`config.mk`:
```
export PLATFORM = sky130hd
export DESIGN_NAME = ascon_input_buffer
export DESIGN_NICKNAME = d
export VERILOG_FILES = /design/src/rtl/ascon_pkg.sv /design/src/rtl/ascon_pad_insert.sv /design/src/rtl/ascon_input_buffer.sv
export SDC_FILE = /design/constraint.sdc
export NUM_CORES = 1
export LEC_CHECK = 0
export CAP_MARGIN = 10
export CORE_MARGIN = 8
export CORE_UTILIZATION = 49
export DETAILED_ROUTE_END_ITERATION = 7
export GPL_TIMING_DRIVEN = 0
export MAX_ROUTING_LAYER = met4
export PLACE_DENSITY = 0.83
export SYNTH_ARGS = -nofsm -noshare
export SYNTH_HDL_FRONTEND = slang
export SYNTH_SLANG_ARGS = --single-unit
```
`constraint.sdc`:
```
create_clock -name clk -period 8.2 [get_ports clk]
set_clock_uncertainty 0.1 [all_clocks]
set_input_delay 2.46 -clock clk [delete_from_list [all_inputs] [get_ports clk]]
set_output_delay 2.46 -clock clk [all_outputs]
set_load 0.02 [all_outputs]
```
`src/rtl/ascon_pkg.sv`:
```
// Shared Ascon types and constants for the AEAD ingress/egress buffers.
package ascon_pkg;

    typedef enum logic {
        FILL = 1'b0,
        HOLD = 1'b1
    } ascon_ibuf_state_t;

    localparam logic [7:0] ASCON_PAD_BYTE  = 8'h01;
    localparam int         ASCON_RATE_BITS = 128;

endpackage

```
`src/rtl/ascon_pad_insert.sv`:
```
// Masks message bytes at or above the total byte count and inserts the Ascon 0x01 pad byte.
module ascon_pad_insert
    import ascon_pkg::*;
#(
    parameter int BLOCK_WIDTH = ASCON_RATE_BITS
) (
    input  logic [BLOCK_WIDTH-1:0]               raw_block,
    input  logic [$clog2(BLOCK_WIDTH/8+1)-1:0]   total_bytes,
    output logic [BLOCK_WIDTH-1:0]               padded_block
);

    localparam int NUM_BYTES = BLOCK_WIDTH / 8;

    // A full block (total == NUM_BYTES) carries no pad; the caller emits it separately.
    always_comb begin
        padded_block = '0;
        for (int i = 0; i < NUM_BYTES; i++) begin
            if (i < int'(total_bytes)) begin
                padded_block[i*8 +: 8] = raw_block[i*8 +: 8];
            end else if (i == int'(total_bytes)) begin
                padded_block[i*8 +: 8] = ASCON_PAD_BYTE;
            end
        end
    end

endmodule

```
`src/rtl/ascon_input_buffer.sv`:
```
// Gathers bus words into one rate block, pads the final partial block, and offers it to the core.
// Handshake: a block transfers on any posedge where block_valid_o & block_ready_i; writes transfer where wr_en_i & wr_ready_o.
module ascon_input_buffer
    import ascon_pkg::*;
#(
    parameter int WORD_WIDTH  = 32,
    parameter int BLOCK_WIDTH = ASCON_RATE_BITS
) (
    input  logic                                 clk,
    input  logic                                 rst,
    input  logic                                 clear_i,
    input  logic                                 wr_en_i,
    input  logic [WORD_WIDTH-1:0]                wr_data_i,
    input  logic                                 wr_last_i,
    input  logic [$clog2(WORD_WIDTH/8+1)-1:0]    wr_bytes_i,
    output logic                                 wr_ready_o,
    output logic                                 drop_pulse_o,
    output logic [BLOCK_WIDTH-1:0]               block_o,
    output logic [$clog2(BLOCK_WIDTH/8+1)-1:0]   block_bytes_o,
    output logic                                 block_last_o,
    output logic                                 block_valid_o,
    input  logic                                 block_ready_i
);

    localparam int NUM_WORDS = BLOCK_WIDTH / WORD_WIDTH;
    localparam int NUM_BYTES = BLOCK_WIDTH / 8;
    localparam int CNT_W     = $clog2(NUM_WORDS);
    localparam int BYTES_W   = $clog2(NUM_BYTES + 1);
    localparam int WB_W      = $clog2(WORD_WIDTH/8 + 1);

    localparam logic [WB_W-1:0]    WORD_BYTES = WB_W'(WORD_WIDTH/8);
    localparam logic [CNT_W-1:0]   LAST_WORD  = CNT_W'(NUM_WORDS-1);
    localparam logic [BYTES_W-1:0] FULL_BYTES = BYTES_W'(NUM_BYTES);

    ascon_ibuf_state_t  state;
    logic [CNT_W-1:0]   cnt;
    logic               pad_pending;

    logic [WB_W-1:0]        bytes_sat;
    logic [BYTES_W-1:0]     total_bytes;
    logic [BLOCK_WIDTH-1:0] raw_block;
    logic [BLOCK_WIDTH-1:0] padded_block;

    assign wr_ready_o    = (state == FILL);
    assign block_valid_o = (state == HOLD);

    always_comb begin
        bytes_sat   = (wr_bytes_i > WORD_BYTES) ? WORD_BYTES : wr_bytes_i;
        total_bytes = block_bytes_o + BYTES_W'(bytes_sat);
        raw_block   = block_o;
        for (int w = 0; w < NUM_WORDS; w++) begin
            if (cnt == CNT_W'(w)) begin
                raw_block[w*WORD_WIDTH +: WORD_WIDTH] = wr_data_i;
            end
        end
    end

    ascon_pad_insert #(
        .BLOCK_WIDTH (BLOCK_WIDTH)
    ) u_pad_insert (
        .raw_block    (raw_block),
        .total_bytes  (total_bytes),
        .padded_block (padded_block)
    );

    always_ff @(posedge clk) begin
        drop_pulse_o <= 1'b0;
        if (rst || clear_i) begin
            state         <= FILL;
            cnt           <= '0;
            pad_pending   <= 1'b0;
            block_o       <= '0;
            block_bytes_o <= '0;
            block_last_o  <= 1'b0;
        end else begin
            case (state)
                FILL: begin
                    if (wr_en_i && !wr_last_i) begin
                        block_o       <= raw_block;
                        block_bytes_o <= block_bytes_o + BYTES_W'(WORD_BYTES);
                        if (cnt == LAST_WORD) begin
                            state        <= HOLD;
                            block_last_o <= 1'b0;
                            cnt          <= '0;
                        end else begin
                            cnt <= cnt + 1'b1;
                        end
                    end else if (wr_en_i) begin
                        block_o       <= padded_block;
                        block_bytes_o <= total_bytes;
                        block_last_o  <= (total_bytes != FULL_BYTES);
                        pad_pending   <= (total_bytes == FULL_BYTES);
                        cnt           <= '0;
                        state         <= HOLD;
                    end
                end
                HOLD: begin
                    if (wr_en_i) begin
                        drop_pulse_o <= 1'b1;
                    end
                    if (block_ready_i) begin
                        // A message ending exactly on a block boundary needs a pad-only block.
                        if (pad_pending) begin
                            block_o       <= BLOCK_WIDTH'(ASCON_PAD_BYTE);
                            block_bytes_o <= '0;
                            block_last_o  <= 1'b1;
                            pad_pending   <= 1'b0;
                        end else begin
                            state         <= FILL;
                            cnt           <= '0;
                            block_o       <= '0;
                            block_bytes_o <= '0;
                            block_last_o  <= 1'b0;
                        end
                    end
                end
                default: state <= FILL;
            endcase
        end
    end

endmodule

```
# --- Yosys cells after proc, flatten, opt, wreduce, memory -nomap -nowiden ---
# Index checks and enable logic that the tools add are counted.
totals:
  regBits: 139
  latchBits: 0
  mem_bits_rw: 0
  mem_bits_ro: 0
  input_bits: 41
  wordCells: 131
  memories: 0
classes:
  add_sub_neg: 3
  multipliers: 0
  div_mod_pow: 0
  magnitude_cmp: 17
  n_eq_ne: 26
  n_shift: 0
  n_mux: 67
  bitwise: 1
  reduce_logical: 10
op_table:
  columns: ["cell", "count"]
  rows:
  - ["2-to-1 mux 128 bit", 3]
  - ["one-hot mux 128 bit (2 select lines)", 1]
  - ["2-to-1 mux 32 bit", 4]
  - ["2-to-1 mux 8 bit", 16]
  - ["== test 5 bit, first input constant", 8]
  - ["less-than comparator 4 x 5 -> 1 bit, first input constant", 8]
  - ["2-to-1 mux 1 bit", 29]
  - ["== test 4 x 5 -> 1 bit, first input constant", 4]
  - ["less-than comparator 3 x 5 -> 1 bit, first input constant", 4]
  - ["2-to-1 mux 5 bit", 3]
  - ["== test 3 x 5 -> 1 bit, first input constant", 2]
  - ["less-than comparator 1 x 5 -> 1 bit, first input constant", 2]
  - ["less-than comparator 2 x 5 -> 1 bit, first input constant", 2]
  - ["2-to-1 mux 2 bit", 5]
  - ["one-hot mux 5 bit (2 select lines)", 1]
  - ["AND reduction 3 bit", 3]
  - ["inequality test 2 bit, second input constant", 4]
  - ["one-hot mux 1 bit (2 select lines)", 3]
  - ["adder 5 x 3 -> 5 bit", 1]
  - ["adder 5 x 3 -> 5 bit, second input constant", 1]
  - ["== test 2 x 5 -> 1 bit, first input constant", 1]
  - ["== test 5 bit, second input constant", 1]
  - ["zero test 5 bit", 1]
  - ["inequality test 5 bit, second input constant", 1]
  - ["other kinds (15)", 16]

# --- Depth between registers and ports, before layout ---
logic_depth:
  ltp_word: 9
  ltp_mapped: 11
  depth_no_buf: 8

# --- Modules after synthesis ---
# A second synthesis with hierarchy kept.
hier_totals:
  hier_cells: 1131
  hier_area_um2: 9173.8
modules_own_cells:
  columns: ["module", "instances", "cells_each", "area_each_um2", "seq_area_each_um2"]
  rows:
  - ["ascon_input_buffer", 1, 944, 8034.0, 2782.7]
  - ["ascon_pad_insert", 1, 187, 1139.8, 0.0]

# --- Worst setup path before layout ---
# Ideal clock, no wire load.
synth_timing:
  path_type: "input to register"
  startpoint: "in wr_bytes_i[0]"
  endpoint: "reg block_o[1]"
  setup_ps: 117
  arrival_time_ps: 4760
  t_required_ps: 7983
  path_slack_ps: 3224
  path_stages: 9
  path_cell_list: "nor2b_1 ha_1 fa_1 buf_2 xnor2_1 nand2_1 a2111oi_1 nor2_1 a22o_1"
synth_between:
  elab_chain_len: 8
synth_rtl:
  columns: ["item", "line_no", "source"]
  rows:
  - ["start: declaration", "ascon_input_buffer.sv:15", "input logic [$clog2(WORD_WIDTH/8+1)-1:0] wr_bytes_i,"]
  - ["greater-than comparator 3 bit", "ascon_input_buffer.sv:48", "bytes_sat = (wr_bytes_i > WORD_BYTES) ? WORD_BYTES : wr_bytes_i;"]
  - ["2-to-1 mux 3 bit *", "ascon_input_buffer.sv:48", null]
  - ["adder 5 x 3 -> 5 bit *", "ascon_input_buffer.sv:49", "total_bytes = block_bytes_o + BYTES_W'(bytes_sat);"]
  - ["less-than comparator 1 x 5 -> 1 bit *", "ascon_pad_insert.sv:18", "if (i < int'(total_bytes)) begin"]
  - ["2-to-1 mux 8 bit *", "ascon_pad_insert.sv:18", null]
  - ["2-to-1 mux 128 bit *", "ascon_input_buffer.sv:88", "end else if (wr_en_i) begin"]
  - ["2-to-1 mux 128 bit *", "ascon_input_buffer.sv:78", "if (wr_en_i && !wr_last_i) begin"]
  - ["one-hot mux 128 bit (2 select lines) *", "ascon_input_buffer.sv:76", "case (state)"]
  - ["end signal: assignment", "ascon_input_buffer.sv:79", "block_o <= raw_block;"]
  - ["end signal: assignment", "ascon_input_buffer.sv:89", "block_o <= padded_block;"]
  - ["end signal: assignment", "ascon_input_buffer.sv:104", "block_o <= BLOCK_WIDTH'(ASCON_PAD_BYTE);"]
  - ["end: declaration", "ascon_input_buffer.sv:18", "output logic [BLOCK_WIDTH-1:0] block_o,"]
# Mark *: on every way between the ends. The rest lies on a longest branch, timed or not. The select of a mux whose other input is x is not followed.
# A chain may end at the register's enable or synchronous reset.

# --- Worst setup path after layout ---
layout_timing:
  startpoint: "in wr_bytes_i[2]"
  endpoint: "reg block_o[4]"
# The elaborated chain is that of the path after synthesis.

==> flow_metrics.env <==
export IMPL_status="completed"
export IMPL_critPathMaxFanout=10
export IMPL_cp_startpoint="wr_bytes_i[2]"
export IMPL_gp_congestion=0.922
export IMPL_dr_pass1_iters=5
export IMPL_die_h_um=121
export IMPL_dpl_cell_area_mm2=0.00738
export IMPL_ctsLongestPathBuffers=2
export IMPL_critPathCaptureType="register"
export IMPL_total_power_mw=1.56
export IMPL_synth_largest_area_cell="dfxtp_1"
export IMPL_holdBufCountCts=0
export IMPL_dr_total_vias=5356
export IMPL_ir_worst_vdd_v=0.000167
export IMPL_core_area_mm2=0.0108
export IMPL_cts_root_buf="clkbuf_8"
export IMPL_leakage_nw=2.86
export IMPL_slowest_delay_ns=0.91
export IMPL_max_slew_margin_pct=28.5
export IMPL_crit_family="compound AO/OA/AOI/OAI gates"
export IMPL_netlist_area_leader_share_pct=51.2
export IMPL_synth_edf_count=0
export IMPL_grt_pass1_vias=5302
export IMPL_insertion_delay_ns=0.51
export IMPL_layout_setup_ws_ns=2.06
export IMPL_timing_max_cap_violations=0
export IMPL_num_antenna_cells=0
export IMPL_cts_resized=0
export IMPL_tritoncts="built"
export IMPL_grt_max_degree=17
export IMPL_r2r_start="block_bytes_o[0]"
export IMPL_finish_utilization_pct=73.3
export IMPL_required_ns=8.50
export IMPL_synth_distinct_cells=53
export IMPL_drt_iter0_markers=571
export IMPL_layout_min_cycle_time_ns=6.14
export IMPL_drive_above_1_share_pct=6.65
export IMPL_timing_critical_path_arrival_ns=6.44
export IMPL_dp_hpwl_mm=14.1
export IMPL_synthTopCellsByArea="dfxtp_1 (51%), a22o_1 (13%), a32o_1 (5.5%), a21oi_1 (3.0%), nand2_1 (2.8%)"
export IMPL_yosysSeqAreaShare_pct=51.2
export IMPL_power_density_mw_per_mm2=197
export IMPL_synth_seq_cells=139
export IMPL_fin_area_mm2=0.00795
export IMPL_netlist_area_mm2=0.00543
export IMPL_fmaxAchievable_mhz=163
export IMPL_slew_violations=0
export IMPL_synth_ff_type="dfxtp_1"
export IMPL_drc=0
export IMPL_cp_start_kind="input pin"
export IMPL_tns_ns=0
export IMPL_rsz0062_at_grt="false"
export IMPL_fp_dieW_um=121
export IMPL_hp_start="block_o[74]"
export IMPL_critPathBufInv=2
export IMPL_grt_pass1_wl_mm=29.4
export IMPL_tightest_slew_ns=1.07
export IMPL_synth_nets=578
export IMPL_holdCritPathClass="reg -> reg"
export IMPL_synth_common_cells="dfxtp_1 (139), a22o_1 (78), nand2_1 (40)"
export IMPL_cts_buffers=17
export IMPL_ioPinCount=178
export IMPL_die_area_mm2=0.0147
export IMPL_hold_violations=0
export IMPL_yosysMostFrequentCell="dfxtp_1"
export IMPL_critPathKind="in -> reg"
export IMPL_antenna_found_initial=0
export IMPL_setup_viol=0
export IMPL_clock_sinks=139
export IMPL_clkTransAtPathRegs_ns=0.06
export IMPL_worst_path_max_delay_cell="a2111oi_1"
export IMPL_routed_wl_mm=19.0
export IMPL_rows=38
export IMPL_pre_cts_ws_ns=1.67
export IMPL_post_route_period_util_pct=74.8
export IMPL_post_drt_wl_per_cell_um=21.7
export IMPL_synth_avg_cell_area_um2=10.3
export IMPL_crit_chain="clkdlybuf4s50_1, nor2b_1, ha_1, fa_1, buf_2, xnor2_1, nand2_1, a2111oi_1, nor2_1, a22o_1"
export IMPL_grt_overflow=0
export IMPL_syn_instance_count=528
export IMPL_nNetsFinal=774
export IMPL_ys_warn_count=0
export IMPL_synthToLayoutAreaGrowth_pct=46.3
export IMPL_start_util_pct=50.1
export IMPL_track_usage_pct=25.9
export IMPL_antenna_left=0
export IMPL_htreeDepth=4
export IMPL_avgViaCountPerCell=6.11
export IMPL_cts_setup_buffers=0
export IMPL_numPortBuffers=177
export IMPL_async_reset_ff_share_pct=0
[cells by family after synthesis]
| family | count (synthesis) | synth area share, % |
|---|---|---|
| DFF | 139 | 51.2 |
| adders and majority gates | 9 | 2.21 |
| and+or+nand+nor | 126 | 11.2 |
| xor gates and xnor gates | 2 | 0.322 |
| buffers and inverters | 32 | 2.33 |
| muxes | 9 | 1.75 |
| AOI/OAI and AO/OA | 211 | 31.0 |
[per-stage QoR]
step | hold slack, ns | instances
after floorplan | 0.358 | 528
after global placement | 0.336 | 845
after detailed placement | 0.342 | 845
after CTS | 0.348 | 877
after global routing | 0.383 | 877
final | 0.345 | 877
[worst register-to-register path: cells and delay by family (launching register included)]
kind	cells	cell delay, ns
AO/OA/AOI/OAI	2	1.20
XOR/XNOR	1	0.76
adder cells (fa/ha/maj)	2	0.61
buffers and inverters	1	0.17
flip-flops	1	0.33
AND/OR/NAND/NOR	2	0.70
[cell type report]
| class | count | area, µm² |
|---|---|---|
| Tap cell | 140 | 175 |
| Sequential cell | 139 | 2780 |
| Multi-Input combinational cell | 357 | 2520 |
| Inverter | 4 | 15.0 |
| Timing Repair Buffer | 177 | 1770 |
| Clock buffer | 19 | 432 |
| Buffer | 28 | 111 |
| Fill cell | 791 | 2890 |
| Clock inverter | 13 | 135 |
[flip-flops by register name (all words and copies together) (netlist names)]
register / flops
pad_pending: 1
block_o: 128
drop_pulse_o: 1
block_bytes_o: 5
cnt: 2
block_valid_o: 1
block_last_o: 1
[per-layer routing]
metal / wire length, µm / GRT usage [%] / up-vias
met4: 425 / 9.25 / 0
met2: 9050 / 40.6 / 285
li1: - / - / 2451
met1: 7710 / 31.1 / 2578
met3: 1810 / 7.58 / 42
met5: 0 / - / -
[placed cells by master, fill, tap and decap left out, types with 5 or more instances in the layout]
| cell type | n |
|---|---|
| nand3_1 | 19 |
| mux2i_1 | 5 |
| clkbuf_1 | 22 |
| dfxtp_1 | 139 |
| ha_1 | 8 |
| a31oi_1 | 11 |
| o2bb2ai_1 | 7 |
| clkdlybuf4s50_1 | 177 |
| a21oi_1 | 33 |
| o21ai_0 | 17 |
| buf_2 | 5 |
| clkbuf_16 | 16 |
| nand2b_1 | 9 |
| a32o_1 | 30 |
| a22o_1 | 78 |
| nor2_1 | 26 |
| nand2_1 | 40 |
| nand4_1 | 5 |
| nor2b_1 | 9 |
[report_power, final]
| part | switching, mW | total (mW) | internal (mW) |
|---|---|---|---|
| Combinational | 0.0914 | 0.145 | 0.0536 |
| Sequential | 0.00515 | 0.688 | 0.683 |
| Clock | 0.311 | 0.729 | 0.418 |
[worst paths after layout]
check,slack [ns],cells after the start,end
setup / recovery,2.06,10,block_o[4]
hold / removal,0.35,2,block_o[74]
setup reg to reg,4.23,8,block_o[4]
hold reg to reg,0.35,2,block_o[74]
Note: power is estimated with default switching activity, not from simulation.
